`src/rtl/riscv_pkg.sv`:
```
// Shared fetch-path types: widths, the fetch entry handed to decode, and fetch FSM states.
package riscv_pkg;
    localparam int ADDR_W  = 64;
    localparam int INSTR_W = 32;
    localparam int PC_INC  = 4;

    typedef struct packed {
        logic [ADDR_W-1:0]  pc;
        logic [ADDR_W-1:0]  pc_plus4;
        logic [INSTR_W-1:0] instr;
    } fetch_entry_t;

    typedef enum logic {
        RUN   = 1'b0,
        FAULT = 1'b1
    } fetch_state_t;
endpackage

```
`src/rtl/fetch_skid_fifo.sv`:
```
// Two-entry skid FIFO with flush; when empty the head keeps showing the last popped entry.
module fetch_skid_fifo #(
    parameter int W = 160
) (
    input  logic         clk,
    input  logic         reset,
    input  logic         push,
    input  logic         pop,
    input  logic         flush,
    input  logic [W-1:0] din,
    output logic [1:0]   count,
    output logic [W-1:0] head
);
    logic [W-1:0] mem [2];
    logic [W-1:0] last;
    logic         wr_ptr;
    logic         rd_ptr;
    logic         wr_en;
    logic         rd_en;

    assign rd_en = pop && (count != 2'd0);
    // A full FIFO only accepts a write when the head leaves in the same cycle.
    assign wr_en = push && ((count != 2'd2) || rd_en);

    always_ff @(posedge clk) begin
        if (reset) begin
            mem[0] <= '0;
            mem[1] <= '0;
            last   <= '0;
            wr_ptr <= 1'b0;
            rd_ptr <= 1'b0;
            count  <= 2'd0;
        end else if (flush) begin
            wr_ptr <= 1'b0;
            rd_ptr <= 1'b0;
            count  <= 2'd0;
        end else begin
            if (wr_en) begin
                mem[wr_ptr] <= din;
                wr_ptr      <= ~wr_ptr;
            end
            if (rd_en) begin
                last   <= mem[rd_ptr];
                rd_ptr <= ~rd_ptr;
            end
            case ({wr_en, rd_en})
                2'b10:   count <= count + 2'd1;
                2'b01:   count <= count - 2'd1;
                default: count <= count;
            endcase
        end
    end

    assign head = (count != 2'd0) ? mem[rd_ptr] : last;
endmodule

```
`src/rtl/fetch_pc_unit.sv`:
```
// Fetch front end: PC register, next-PC select with redirect/fault handling, skid FIFO to decode.
module fetch_pc_unit #(
    parameter int                ADDR_W   = riscv_pkg::ADDR_W,
    parameter int                INSTR_W  = riscv_pkg::INSTR_W,
    parameter logic [ADDR_W-1:0] RESET_PC = '0
) (
    input  logic               clk,
    input  logic               reset,
    output logic [ADDR_W-1:0]  imem_addr,
    input  logic [INSTR_W-1:0] imem_rdata,
    input  logic               redirect,
    input  logic [ADDR_W-1:0]  redirect_target,
    output logic               out_valid,
    input  logic               out_ready,
    output logic [ADDR_W-1:0]  out_pc,
    output logic [ADDR_W-1:0]  out_pc_plus4,
    output logic [INSTR_W-1:0] out_instr,
    output logic               fault
);
    import riscv_pkg::*;

    fetch_state_t      state, state_n;
    logic [ADDR_W-1:0] pc, pc_n, pc_inc;
    logic [1:0]        count;
    logic              deq, push, flush, pop;
    fetch_entry_t      push_entry, head_entry;

    assign pc_inc    = pc + ADDR_W'(PC_INC);
    assign imem_addr = pc;
    assign out_valid = (count != 2'd0);
    assign deq       = out_valid && out_ready;
    assign fault     = (state == FAULT);

    always_ff @(posedge clk) begin
        if (reset) begin
            state <= RUN;
            pc    <= RESET_PC;
        end else begin
            state <= state_n;
            pc    <= pc_n;
        end
    end

    always_comb begin
        state_n = state;
        pc_n    = pc;
        push    = 1'b0;
        flush   = 1'b0;
        case (state)
            RUN: begin
                if (redirect) begin
                    // Any redirect drops wrong-path entries; a misaligned target also halts fetch.
                    flush = 1'b1;
                    if (redirect_target[1:0] == 2'b00) pc_n = redirect_target;
                    else                               state_n = FAULT;
                end else if ((count != 2'd2) || deq) begin
                    push = 1'b1;
                    pc_n = pc_inc;
                end
            end
            FAULT: begin
                state_n = FAULT;
            end
            default: state_n = RUN;
        endcase
    end

    assign pop = deq && !flush;

    assign push_entry.pc       = pc;
    assign push_entry.pc_plus4 = pc_inc;
    assign push_entry.instr    = imem_rdata;

    fetch_skid_fifo #(
        .W($bits(fetch_entry_t))
    ) u_fifo (
        .clk   (clk),
        .reset (reset),
        .push  (push),
        .pop   (pop),
        .flush (flush),
        .din   (push_entry),
        .count (count),
        .head  (head_entry)
    );

    assign out_pc       = head_entry.pc;
    assign out_pc_plus4 = head_entry.pc_plus4;
    assign out_instr    = head_entry.instr;
endmodule

```
`config.mk`:
```
export PLATFORM = sky130hd
export DESIGN_NAME = fetch_pc_unit
export DESIGN_NICKNAME = d
export VERILOG_FILES = /design/src/rtl/riscv_pkg.sv /design/src/rtl/fetch_skid_fifo.sv /design/src/rtl/fetch_pc_unit.sv
export SDC_FILE = /design/constraint.sdc
export NUM_CORES = 1
export LEC_CHECK = 0
export ABC_AREA = 0
export ABC_CLOCK_PERIOD_IN_PS = 14400
export BUFFER_PORTS_ARGS = -buffer_cell sky130_fd_sc_hd__buf_4
export CORE_ASPECT_RATIO = 1.1
export CORE_UTILIZATION = 52
export DETAILED_ROUTE_END_ITERATION = 10
export PLACE_DENSITY = 0.77
export SYNTH_ARGS = -nofsm -noshare
export SYNTH_HDL_FRONTEND = slang
export SYNTH_SLANG_ARGS = --single-unit
```
`constraint.sdc`:
```
create_clock -name clk -period 14.4 [get_ports clk]
set_input_delay 2.16 -clock clk [delete_from_list [all_inputs] [get_ports clk]]
set_output_delay 2.16 -clock clk [all_outputs]
set_load 0.1 [all_outputs]
```
==> results.py <==
metrics = {
    "run_status": {
        "status": "finished clean",
    },
    "timing": {
        "fmax_mhz": 171.6,
        "skew_ns": 0.03132,
        "worstMarginPinSlew_ns": 1.205,
        "finalHoldViolCount": 0,
        "post-route-period-util": 0.4047,
        "rsz0062_at_grt": "false",
        "setup_tns_ns": 0,
        "slew_headroom": 0.1948,
        "finalSetupViolCount": 0,
        "period_minus_slack_ns": 5.827,
        "drv_slew": 0,
    },
    "routing": {
        "drt_iter0_drc": 1948,
        "routed-via-count": 19445,
        "ant_nets": 0,
        "via_per_inst": 5.855,
        "drtPass1Iterations": 6,
        "drt-total-wl_um": 70570,
        "drc_errors": 0,
        "wl_per_cell_um": 21.25,
    },
    "final_layout": {
        "area_growth_pct": 17.82,
        "antennaDiodeCount": 0,
        "drive_gt1_frac": 0.1695,
        "final_nets": 2739,
        "fillerInstances": 3767,
    },
    "global_routing": {
        "grt_pass1_wl_um": 107100,
        "grt_overflow": 0,
        "grt_max_degree": 130,
        "antenna_found_initial": 1,
        "grt_pass1_vias": 18601,
        "grtUsageTotal": 0.2865,
    },
    "floorplan": {
        "die_w_um": 210.4,
        "fp.dieH_um": 231.3,
        "row_count": 83,
        "die_area_um2": 48660,
        "ioPinCount": 326,
        "coreArea_um2": 46940,
        "start_util": 0.5293,
    },
    "worst_setup_path": {
        "cp_max_fo": 119,
        "worstPathCellList": "or2_4, buf_4, nor2_1, a21oi_1, buf_4",
        "worst-setup-path-type": "reg -> out",
        "critPathSlowestCell": "buf_4",
        "r2r-end": "u_fifo.last[41]",
        "crit_arrival_ns": 3.67,
        "max_stage_delay_ns": 1.00,
        "worst-path-buf-inv": 2,
        "rrSetupSlack_ns": 8.62,
        "worst_setup_path_start_kind": "flip-flop",
        "reg2reg_from": "u_fifo.count[0]",
        "cp_data_required_time_ns": 12.24,
        "end_kind": "output pin",
        "cpLargestDelayFamily": "buffers and inverters",
        "crit_top_cell": "buf_4",
        "ff2ff_path_depth": 8,
    },
    "worst_hold_path": {
        "holdCritStartpoint": "u_fifo.last[35]",
        "hold_path_end": "u_fifo.last[35]",
        "hold_class": "reg -> reg",
        "holdPathStages": 2,
    },
    "synthesis": {
        "synth_cell_types": 58,
        "synth_flop_cell": "edfxtp_1",
        "avgSynthCellArea_um2": 10.13,
        "synthCells": 2453,
        "synth_area_um2": 24850,
        "ys_warn_count": 0,
        "syn_nets": 2555,
        "synthArstFlopShare": 0,
        "synth-edff-count": 316,
        "yosys_register_bits": 544,
        "seq_area_frac_synth": 0.5656,
    },
    "power": {
        "power_frac_comb": 0.278,
        "intPower_mw": 2.827,
        "p_leak_nw": 10.49,
        "seq_power_share": 0.403,
        "pwr-share-clk": 0.319,
        "ir_worst_vdd_mv": 0.09789,
        "switchingPower_mw": 1.671,
        "p_per_area_nw_per_um2": 153.6,
        "p_sw_frac": 0.3715,
        "design_power_total_mw": 4.497,
    },
    "clocking": {
        "numCtsBuffers": 55,
        "cts_setup_buffers": 0,
        "cts_max_path_buffers": 3,
        "cts_sinks": 544,
        "cts.clk_slew.worst_paths_ns": 0.06,
        "post_cts_resized": 0,
        "ctsHoldBuffers": 0,
        "clock_latency_ns": 0.62,
        "cts_tree": "done",
        "cts_root_buf": "clkbuf_16",
        "cts.htree.levels": 2,
    },
    "placement": {
        "gp_congestion": 0.9123,
        "hpwlAfterDp_um": 46270,
        "numPortBuffers": 325,
    },
    "flow_run": {
        "maxCapViolations": 0,
    },
}
## power groups by stage
stage	clock (mW)	sequential, mW	combinational (mW)
2_1_floorplan	0	1.90	0.919
3_3_place_gp	0	1.84	1.24
3_5_place_dp	0	1.84	1.25
4_1_cts	1.45	1.81	1.25
5_1_grt	1.51	1.82	1.30
6_report	1.43	1.81	1.25
## worst register-to-register path, delay by kind of cell, from the launching register on
family / cells / cell delay [ns]
buffers and inverters: 3 / 2.80
AND/OR/NAND/NOR: 3 / 1.21
flip-flops: 1 / 0.40
AO/OA/AOI/OAI: 2 / 1.27
## Yosys cell counts (all sizes together) (2+ instances only)
master,count,area share
and3,19,0.0048
nor4,15,0.0058
a21o,6,0.0018
and4,5,0.0018
xnor2,40,0.014
o21ai,39,0.0079
nor3b,2,0.00060
or2,4,0.0010
or4,3,0.00091
nand2,88,0.013
mux2i,163,0.066
dfxtp,228,0.18
o21a,2,0.00060
xor2,24,0.0085
nor2,513,0.078
or3,13,0.0035
clkbuf,178,0.027
buf,43,0.0082
nand2b,2,0.00050
nor2b,4,0.0010
nand3b,2,0.00060
o32ai,4,0.0014
nand4,31,0.0095
o211ai,5,0.0015
inv,11,0.0017
a21oi,206,0.041
ha,2,0.0010
o221ai,2,0.00071
nand3,36,0.0077
a22oi,8,0.0024
o31ai,11,0.0033
a22o,8,0.0028
a31oi,23,0.0058
a32o,9,0.0036
a211oi,163,0.049
and2,185,0.047
o41ai,8,0.0028
edfxtp,316,0.38
nor3,24,0.0050
## cell usage in the layout, fill, tap and decap left out, types with 11 or more instances in the layout
| cell type | n |
|---|---|
| clkbuf_16 | 57 |
| clkinv_1 | 13 |
| and2_1 | 185 |
| o21ai_0 | 38 |
| xnor2_1 | 40 |
| inv_1 | 11 |
| and3_1 | 18 |
| clkbuf_1 | 13 |
| nor3_1 | 23 |
| nor2_1 | 510 |
| edfxtp_1 | 316 |
| a21oi_1 | 205 |
| buf_4 | 347 |
| nand4_1 | 27 |
| nor4_1 | 11 |
| xor2_1 | 24 |
| nand2_1 | 87 |
| a31oi_1 | 23 |
| dfxtp_1 | 227 |
| mux2i_1 | 163 |
| a211oi_1 | 163 |
| or3_1 | 11 |
| nand3_1 | 33 |
## worst max-delay path by stage
stage,depth (start not counted),end,slack (ns),start
final,5,out_pc_plus4[55],8.57,u_fifo.count[0]
after detailed placement,8,u_fifo.last[41],8.62,u_fifo.count[0]
after global placement,6,u_fifo.last[57],8.85,redirect
after global routing,8,u_fifo.last[43],8.02,u_fifo.count[0]
after floorplan,5,u_fifo.mem[0][0],3.80,out_ready
after CTS,5,out_pc_plus4[55],8.49,u_fifo.count[0]
## per-stage QoR
step	hold slack [ns]	cell area [µm²]	cells	setup WS (ns)	util
final	0.4972	29270	3321	8.573	0.6236
after CTS	0.4990	29270	3321	8.493	0.6236
after global routing	0.5177	29270	3321	8.022	0.6236
after global placement	0.4755	27460	3217	8.851	0.5850
after detailed placement	0.4911	27460	3217	8.618	0.5850
after floorplan	0.4616	24850	2453	3.796	-
## final cells by class
type,instances,area (µm²),area share
flip-flops and latches,544,14060,0.4802
multi-input cells,1676,9943,0.3397
repair buffers,348,2619,0.08946
clock buffers,78,1585,0.05415
well taps,637,797.0,0.02723
clock inverters,26,226.5,0.007736
inverters,12,45.04,0.001539
## flip-flops by register name, summed over array words and instances (netlist names), named ones only
register and cells:
u_fifo.mem 316, u_fifo.last 158, imem_addr 64, u_fifo.count 2, fault 1, u_fifo.rd_ptr 1
u_fifo.wr_ptr 1
## metal layers
layer / up-vias / track usage / share of wire
met5: - / 0 / 0.00018
met4: 2 / 0.1433 / 0.047
met3: 161 / 0.05474 / 0.080
met2: 869 / 0.4624 / 0.47
met1: 9309 / 0.3693 / 0.40
li1: 9104 / - / -
## cell families after synthesis
| family | after synthesis | synth area share |
|---|---|---|
| flops | 544 | 0.5656 |
| simple gates | 949 | 0.1813 |
| fa+ha+maj | 2 | 0.001007 |
| mux | 163 | 0.06567 |
| xor+xnor | 64 | 0.02256 |
| buf+inv | 233 | 0.03691 |
| compound gates | 498 | 0.1269 |
No activity file was read; power rests on OpenSTA's default activity.
